`src/rtl/ov9281_pkg.sv`:
```
// Shared types and defaults for the OV9281 frame sequencer.
// The sequencer FSM states and the frame error classification live here.
package ov9281_pkg;
  localparam int H_BYTES_DEF   = 1280;
  localparam int V_LINES_DEF   = 800;
  localparam int BURST_LEN_DEF = 64;
  localparam int CNT_W_DEF     = 12;
  localparam int PEND_W        = 16;

  typedef enum logic [2:0] {
    ST_IDLE, ST_ARM, ST_SYNC, ST_ACTIVE, ST_DROP, ST_FLUSH
  } state_e;

  typedef enum logic [1:0] {
    ERR_NONE, ERR_GEOM, ERR_DROP
  } err_e;
endpackage

```
`src/rtl/ov9281_burst_acct.sv`:
```
// Pending-word accounting and burst request/ack handshake toward the DDR write scheduler.
// Full bursts go out as soon as enough words are pending; flush drains the remainder.
module ov9281_burst_acct import ov9281_pkg::*; #(
  parameter int BURST_LEN = BURST_LEN_DEF
) (
  input  logic       camera_pclk,
  input  logic       rst_n,
  input  logic       word_inc,
  input  logic       flush,
  input  logic       burst_ack,
  output logic       burst_req,
  output logic [7:0] burst_words,
  output logic       flush_done
);
  logic [PEND_W-1:0] pending_q, pending_d;
  logic              req_q, req_d;
  logic [7:0]        words_q, words_d;

  always_comb begin
    pending_d = pending_q + PEND_W'(word_inc);
    if (req_q && burst_ack) pending_d = pending_d - PEND_W'(words_q);
    req_d   = req_q;
    words_d = words_q;
    // A new request may be raised in the same cycle the previous one is acked.
    if (!req_q || burst_ack) begin
      req_d   = 1'b0;
      words_d = '0;
      if (pending_d >= PEND_W'(BURST_LEN)) begin
        req_d   = 1'b1;
        words_d = 8'(BURST_LEN);
      end else if (flush && pending_d != '0) begin
        req_d   = 1'b1;
        words_d = pending_d[7:0];
      end
    end
  end

  always_ff @(posedge camera_pclk or negedge rst_n) begin
    if (!rst_n) begin
      pending_q <= '0;
      req_q     <= 1'b0;
      words_q   <= '0;
    end else begin
      pending_q <= pending_d;
      req_q     <= req_d;
      words_q   <= words_d;
    end
  end

  assign burst_req   = req_q;
  assign burst_words = words_q;
  assign flush_done  = flush && !req_q && (pending_q == '0);
endmodule

```
`src/rtl/ov9281_frame_ctrl.sv`:
```
// OV9281 DVP frame sequencer: arms on init, aligns to vsync, gates capture words and checks geometry.
// Optional OV9281_FRAME_DECIM_EN adds a decim[3:0] input capturing every (decim+1)-th frame.
module ov9281_frame_ctrl import ov9281_pkg::*; #(
  parameter int H_BYTES   = H_BYTES_DEF,
  parameter int V_LINES   = V_LINES_DEF,
  parameter int BURST_LEN = BURST_LEN_DEF,
  parameter int CNT_W     = CNT_W_DEF
) (
  input  logic             camera_pclk,
  input  logic             rst_n,
  input  logic             init_done,
  input  logic             capture_en,
  input  logic             camera_vsync,
  input  logic             camera_href,
  input  logic             word_valid,
  input  logic             fifo_afull,
  output logic             wr_gate,
  output logic             frame_start,
  output logic             frame_done,
  output logic             frame_err,
  output logic             burst_req,
  output logic [7:0]       burst_words,
  input  logic             burst_ack,
`ifdef OV9281_FRAME_DECIM_EN
  input  logic [3:0]       decim,
`endif
  output logic [CNT_W-1:0] line_cnt,
  output logic [15:0]      frame_cnt
);
  state_e           state_q, state_d;
  err_e             err_q, err_d;
  logic             vsync_q, href_q;
  logic [CNT_W-1:0] byte_cnt_q, byte_cnt_d, line_cnt_q, line_cnt_d;
  logic [15:0]      frame_cnt_q, frame_cnt_d;
  logic             frame_start_q, frame_start_d, frame_done_q, frame_done_d;
  logic             frame_err_q, frame_err_d;
  logic             vs_fall, vs_rise, href_fall, take_frame, flush_done;

  assign vs_fall   = vsync_q && !camera_vsync;
  assign vs_rise   = !vsync_q && camera_vsync;
  assign href_fall = href_q && !camera_href;
  assign wr_gate   = (state_q == ST_ACTIVE);

  always_comb begin
    state_d       = state_q;
    err_d         = err_q;
    byte_cnt_d    = byte_cnt_q;
    line_cnt_d    = line_cnt_q;
    frame_cnt_d   = frame_cnt_q;
    frame_start_d = 1'b0;
    frame_done_d  = 1'b0;
    frame_err_d   = 1'b0;
    case (state_q)
      ST_IDLE: if (init_done && capture_en) state_d = ST_ARM;
      // Waiting for vsync high first guarantees we never start mid-frame.
      ST_ARM: begin
        if (!capture_en)       state_d = ST_IDLE;
        else if (camera_vsync) state_d = ST_SYNC;
      end
      ST_SYNC: begin
        if (!capture_en) state_d = ST_IDLE;
        else if (vs_fall && take_frame) begin
          state_d       = ST_ACTIVE;
          frame_start_d = 1'b1;
          err_d         = ERR_NONE;
          byte_cnt_d    = '0;
          line_cnt_d    = '0;
        end
      end
      ST_ACTIVE: begin
        if (camera_href) byte_cnt_d = byte_cnt_q + CNT_W'(1);
        if (href_fall) begin
          byte_cnt_d = '0;
          line_cnt_d = line_cnt_q + CNT_W'(1);
          if (byte_cnt_q != CNT_W'(H_BYTES)) err_d = ERR_GEOM;
        end
        if (fifo_afull && word_valid) begin
          state_d     = ST_DROP;
          err_d       = ERR_DROP;
          frame_err_d = 1'b1;
        end else if (vs_rise) begin
          state_d = ST_FLUSH;
        end
      end
      ST_DROP: if (vs_rise) state_d = ST_FLUSH;
      ST_FLUSH: begin
        if (flush_done) begin
          state_d = capture_en ? ST_ARM : ST_IDLE;
          // A dropped frame already reported its error on entry to DROP.
          if (err_q == ERR_NONE && line_cnt_q == CNT_W'(V_LINES)) begin
            frame_done_d = 1'b1;
            frame_cnt_d  = frame_cnt_q + 16'd1;
          end else if (err_q != ERR_DROP) begin
            frame_err_d = 1'b1;
          end
        end
      end
      default: state_d = ST_IDLE;
    endcase
  end

`ifdef OV9281_FRAME_DECIM_EN
  logic [3:0] decim_cnt_q, decim_cnt_d;
  assign take_frame = (decim_cnt_q == decim);

  always_comb begin
    decim_cnt_d = decim_cnt_q;
    if (state_q == ST_IDLE) decim_cnt_d = '0;
    else if (state_q == ST_SYNC && vs_fall) decim_cnt_d = take_frame ? 4'd0 : decim_cnt_q + 4'd1;
  end

  always_ff @(posedge camera_pclk or negedge rst_n) begin
    if (!rst_n) decim_cnt_q <= '0;
    else        decim_cnt_q <= decim_cnt_d;
  end
`else
  assign take_frame = 1'b1;
`endif

  always_ff @(posedge camera_pclk or negedge rst_n) begin
    if (!rst_n) begin
      state_q       <= ST_IDLE;
      err_q         <= ERR_NONE;
      vsync_q       <= 1'b0;
      href_q        <= 1'b0;
      byte_cnt_q    <= '0;
      line_cnt_q    <= '0;
      frame_cnt_q   <= '0;
      frame_start_q <= 1'b0;
      frame_done_q  <= 1'b0;
      frame_err_q   <= 1'b0;
    end else begin
      state_q       <= state_d;
      err_q         <= err_d;
      vsync_q       <= camera_vsync;
      href_q        <= camera_href;
      byte_cnt_q    <= byte_cnt_d;
      line_cnt_q    <= line_cnt_d;
      frame_cnt_q   <= frame_cnt_d;
      frame_start_q <= frame_start_d;
      frame_done_q  <= frame_done_d;
      frame_err_q   <= frame_err_d;
    end
  end

  ov9281_burst_acct #(.BURST_LEN(BURST_LEN)) u_burst (
    .camera_pclk (camera_pclk),
    .rst_n       (rst_n),
    .word_inc    (wr_gate && word_valid),
    .flush       (state_q == ST_FLUSH),
    .burst_ack   (burst_ack),
    .burst_req   (burst_req),
    .burst_words (burst_words),
    .flush_done  (flush_done)
  );

  assign frame_start = frame_start_q;
  assign frame_done  = frame_done_q;
  assign frame_err   = frame_err_q;
  assign line_cnt    = line_cnt_q;
  assign frame_cnt   = frame_cnt_q;
endmodule
```
`config.mk`:
```
export PLATFORM = sky130hd
export DESIGN_NAME = ov9281_frame_ctrl
export DESIGN_NICKNAME = d
export VERILOG_FILES = /design/src/rtl/ov9281_pkg.sv /design/src/rtl/ov9281_burst_acct.sv /design/src/rtl/ov9281_frame_ctrl.sv
export SDC_FILE = /design/constraint.sdc
export NUM_CORES = 1
export LEC_CHECK = 0
export BUFFER_PORTS_ARGS = -buffer_cell sky130_fd_sc_hd__buf_2
export CORE_MARGIN = 5
export CORE_UTILIZATION = 30
export CTS_BUF_LIST = sky130_fd_sc_hd__clkbuf_16
export DETAILED_ROUTE_END_ITERATION = 8
export PLACE_DENSITY = 0.56
export REMOVE_ABC_BUFFERS = 1
export SYNTH_ARGS = -nofsm -noshare
export SYNTH_HDL_FRONTEND = slang
export SYNTH_HIERARCHICAL = 1
export SYNTH_SLANG_ARGS = --single-unit
```
`constraint.sdc`:
```
create_clock -name camera_pclk -period 9.35 [get_ports camera_pclk]
set_input_delay 0.4675 -clock camera_pclk [delete_from_list [all_inputs] [get_ports camera_pclk]]
set_output_delay 0.4675 -clock camera_pclk [all_outputs]
set_load 0.005 [all_outputs]
```
## After elaboration in Yosys (flattened, before gate mapping)

Index checks and enable logic that the tools add are counted.

- Reductions and logical operators: 26
- Add/sub/neg operators: 5
- Mux-type cells: 39
- $lt $le $gt $ge: 1
- Equal/unequal tests: 18
- Multiply operators: 0
- Shift operators: 0
- Divide/modulo/power cells: 0
- Bitwise gates (word level): 0

Operators with widths:

| cell | number |
|---|---|
| 12-bit two-way mux | 5 |
| 12-bit case mux with 2 select lines | 2 |
| 12-bit by 1-bit adder with 12-bit output, second input constant | 2 |
| 3-bit two-way mux | 8 |
| 3-bit case mux with 6 select lines | 1 |
| 16-bit by 1-bit adder with 16-bit output | 1 |
| 16-bit by 1-bit adder with 16-bit output, second input constant | 1 |
| 16-bit by 7-bit greater-or-equal comparator with 1-bit output, second input constant | 1 |
| 16-bit logical NOT | 1 |
| 16-bit two-way mux | 1 |
| 8-bit two-way mux | 2 |
| 16-bit nonzero test | 1 |
| 16-bit by 8-bit subtractor with 16-bit output | 1 |
| 1-bit two-way mux | 13 |
| 12-bit by 10-bit equality test with 1-bit output, second input constant | 1 |
| 12-bit by 11-bit != test with 1-bit output, second input constant | 1 |
| 4-bit AND reduction | 3 |
| 1-bit logical AND | 11 |
| 2-bit two-way mux | 5 |
| 2-bit != test, second input constant | 5 |
| 3-bit by 2-bit equality test with 1-bit output, second input constant | 2 |
| 3-bit equality test, second input constant | 2 |
| 3-bit by 1-bit != test with 1-bit output, second input constant | 2 |
| 3-bit != test, second input constant | 2 |
| 12 further kinds | 15 |

- Memory bits (read-only): 0
- Memories kept: 0
- Logic and storage cells: 102
- Register bits after elaboration: 75
- Bits in writable memories: 0
- Latch bits: 0

## Logic depth before layout (Yosys ltp)

- Word-level depth: 9
- Mapped depth: 18

## By module

Netlist, hierarchy kept.

Modules (own cells, without submodules):

| module | area each (µm²) | seq. area each (µm²) | times used | cells each |
|---|---|---|---|---|
| ov9281_frame_ctrl | 2781.4 | 1251.2 | 1 | 288 |
| ov9281_burst_acct | 2089.5 | 625.6 | 1 | 251 |

## Least setup slack after synthesis

OpenSTA, ideal clock, no wires.

- Kind: flip-flop to flip-flop
- Start: register state_q[0]
- End: register u_burst.words_q[0] (netlist: u_burst/burst_words[0])
- Setup slack: 5.550 ns
- Arrival time: 3.723 ns
- Data required time: 9.273 ns
- Cell stages (with the launch flop): 18
- Path buffers: 3
- Cell sequence: dfrtp_1 buf_4 clkbuf_1 and3_1 ha_1 and2_1 clkbuf_1 nand2_1 xor2_1 inv_1 ha_1 nand2_1 a211oi_1 o211ai_1 a41oi_1 o32ai_1 or4_4 o21ai_1

- Cells in the longest elaborated chain, start to end: 9

RTL lines:

| element | line | source |
|---|---|---|
| from (decl) | ov9281_frame_ctrl.sv:30 | `state_e state_q, state_d;` |
| from (signal assigned) | ov9281_frame_ctrl.sv:133 | `state_q <= state_d;` |
| parallel branches: the longest is 8 deep, another holds 16-bit by 1-bit adder with 16-bit output | -- |  |
| 8-bit two-way mux * | ov9281_burst_acct.sv:28 | `if (pending_d >= PEND_W'(BURST_LEN)) begin` |
| to (signal assigned) | ov9281_burst_acct.sv:46 | `words_q <= words_d;` |
| to (decl) | ov9281_burst_acct.sv:17 | `logic [7:0] words_q, words_d;` |

Mark *: on every way between the ends.
A chain may end at the register's enable or synchronous reset.

## Worst setup path after layout

- Start: register state_q[0]
- End: register u_burst.words_q[4] (netlist: u_burst/burst_words[4])

The elaborated chain is that of the path after synthesis.

==> run summary <==
Crit Reg-Reg Endpoint -> u_burst/burst_words[4]
most numerous cell in the Yosys netlist -> dfrtp_1
Post-synth EDFFs -> 0
hold path depth -> 1
synth top area cells -> dfrtp_1 39%, xor2_1 4.1%, ha_1 4.1%
measured slew at the worst slew-check pin -> 1050 ps
status -> finished, final reports clean
postcts setup bufs -> 0
num ports -> 50
clk sinks -> 75
Finish-stage setup viols -> 0
area leader, netlist -> dfrtp_1
number of gates resized after cts -> 0
total track usage -> 13.3%
P_leak -> 2.53 nW
post-synthesis cell area -> 4870 µm²
DR iter-0 viols -> 212
min-delay src -> camera_href
grt ovf -> 0
Buffers on Ports -> 49
first-pass GRT wire length -> 20.1 mm
# nets final -> 604
sequential area share after synthesis -> 38.5%
clock latency on the worst-skew pair -> 330 ps
P per Cell Area -> 212 nW/µm²
peak supply drop -> 0.102 mV
Critical Path AT -> 4540 ps
post-route setup TNS -> 0 ps
clock buffer count from CTS -> 9
cell area after layout -> 5600 µm²
CTS Hold Buffers Added -> 0
async set or reset register ratio after synthesis -> 100%
crit path max fanout -> 21
Ys Warns -> 6
Residual DRC -> 0
element type at the critical path start -> flip-flop
Placer Congestion -> 0.890
Synth Area per Inst -> 9.04 µm²
Post-DP HPWL -> 8.90 mm
CTS HTree Levels -> 3
clock slew at reported path FFs -> 60 ps
share of Yosys cell area claimed by the top area cell type -> 38.5%
root buffer cell -> clkbuf_16
CP required -> 9610 ps
Worst R2R Start -> state_q[0]
most instantiated cells after synthesis -> 75 x dfrtp_1, 48 x nand2_1, 33 x nor2_1
placed cell areas -> 5290 µm²
Final Slew Violations -> 0
crit share post-route -> 45.8%
core area -> 15900 µm²
Reg power frac -> 37.4%
WL/cell -> 15.3 µm
Syn-to-layout area delta -> 14.9%
sw frac -> 37.2%
CP Capture Type -> flip-flop
CTS tree -> yes
initial antenna violation count -> 0
WHS Endpoint -> href_q
Clock Skew -> 7.17 ps
fmax -> 0.233 GHz
mean number of vias per cell -> 5.30
RSZ-0062 raised after global routing -> false
classification of the worst setup path -> reg -> reg
final WL -> 12.2 mm
post-synthesis register bit count -> 75
clk buf depth -> 2
Final min period -> 4280 ps
post-route ant nets -> 0
router iterations before antenna repair -> 5
Reg2Reg Depth -> 14
Comb power frac -> 31.9%
vias in the first global route -> 4050
DIE AREA -> 18900 µm²
Die Y -> 137 µm
Post-Syn Instances -> 539
initial core utilization -> 30.7%
Final Hold Viols -> 0
layout cells sized above 1 -> 13.9%
worst rel slew slack -> 30.1%
Clk pwr share -> 30.7%
die width -> 137 µm
HP Class -> in -> reg
n_diodes -> 0
Max Cap Viol -> 0
DR vias -> 4231
Netlist cell types -> 74
pin count of the biggest net entering global routing -> 76
Internal Dissipation -> 0.000745 W
Psw -> 0.000441 W
reg2reg setup slack -> 5070 ps
Synth Flop Type -> dfrtp_1
Rows -> 46
==> critical path, cell delays in order (launching register included) <==
cell and delay (ps):
dfrtp_1 770, and3_1 280, ha_1 220, ha_1 330
nand3_1 140, xor2_1 190, inv_1 60, ha_1 320
nand2_1 60, a211oi_1 390, o211ai_1 270, a41oi_1 280
o32ai_1 140, or4_4 580, o21ai_1 160
==> power by group through the flow <==
| stage | combinational, W | sequential [W] | clock [W] |
|---|---|---|---|
| finish | 0.000379 | 0.000444 | 0.000364 |
| global route | 0.000421 | 0.000451 | 0.000382 |
| CTS | 0.000375 | 0.000441 | 0.000375 |
| detailed placement | 0.000373 | 0.000446 | 0 |
| global placement | 0.000371 | 0.000444 | 0 |
| floorplan | 0.000294 | 0.000425 | 0 |
==> area by class of cell <==
class,instances,area [µm²]
inverters,30,113
clock buffers,9,225
repair buffers,50,255
clock inverters,7,83.8
multi-input cells,412,2770
well taps,216,270
flip-flops and latches,75,1880
fillers,1655,10300
==> sequential cells by signal, indices dropped and copies added (netlist names), 2 cells and up <==
register and count:
byte_cnt_q 12, u_burst/burst_words 8, line_cnt 12, u_burst/pending_q 16, frame_cnt 16, state_q 3
err_q 2
==> cell usage in the layout (no fill, tap or decap), types with 4 or more instances in the layout <==
cell type  Yosys  routed
and4_1         6       6
a21o_1         5       5
ha_1          16      16
buf_2          9      48
or3_1          6       6
nor3_1        21      21
nor4_1        11      11
o31ai_1        5       5
nand3_1       25      25
o2111ai_1      6       6
nand3b_1       5       5
a21oi_1       22      22
dfrtp_1       75      75
xnor2_1       16      16
nand2b_1      11      11
xor2_1        23      23
o21a_1         7       7
nor2_1        33      33
and2_1         6       6
nor2b_1        4       4
nor3b_1        5       5
and3_1         8       8
mux2i_1        8       8
o21ai_1        7       7
nand2_1       48      48
nand4_1       15      15
o21ai_0       23      23
o211ai_1       4       4
or4_1          5       5
clkbuf_16      0       9
inv_1         28      29
nor4b_1        4       4
==> worst max-delay path by stage <==
stage,start,to,slack [ps],cells past startpoint
after CTS,state_q[0],u_burst/burst_words[4],5100,14
after global routing,state_q[0],u_burst/burst_words[1],4750,14
after global placement,state_q[0],u_burst/burst_words[1],5270,14
after detailed placement,state_q[0],u_burst/burst_words[4],5130,14
after floorplan,state_q[1],u_burst/burst_words[0],5650,15
final,state_q[0],u_burst/burst_words[4],5070,14
==> metrics by stage <==
step	worst slack (ps)	cells	utilization, %	total power [W]	hold WS, ps
6_report	5070	799	35.2	0.00119	268
3_3_place_gp	5270	783	33.3	0.000815	455
2_1_floorplan	5650	517	-	0.000719	172
5_1_grt	4750	799	35.2	0.00125	264
3_5_place_dp	5130	783	33.3	0.000820	474
4_1_cts	5100	799	35.2	0.00119	258
==> layer usage <==
metal  vias up  GRT usage, %  share of wire (%)  routed length (µm)
met5         -             0                  0                   0
met4         0          4.99                2.0                 248
met3        18          2.45                4.1                 496
met2        97          21.6                 47                5760
met1      2054          17.7                 47                5680
li1       2062             -                  -                   -
==> cells by family after synthesis <==
| family | share of synthesized area (%) |
|---|---|
| compound gates | 15.4 |
| buf+inv | 4.55 |
| xor+xnor | 7.58 |
| flops | 38.5 |
| fa+ha+maj | 4.52 |
| mux | 2.16 |
| simple gates | 27.3 |
Power figures use the tool's default switching activity.
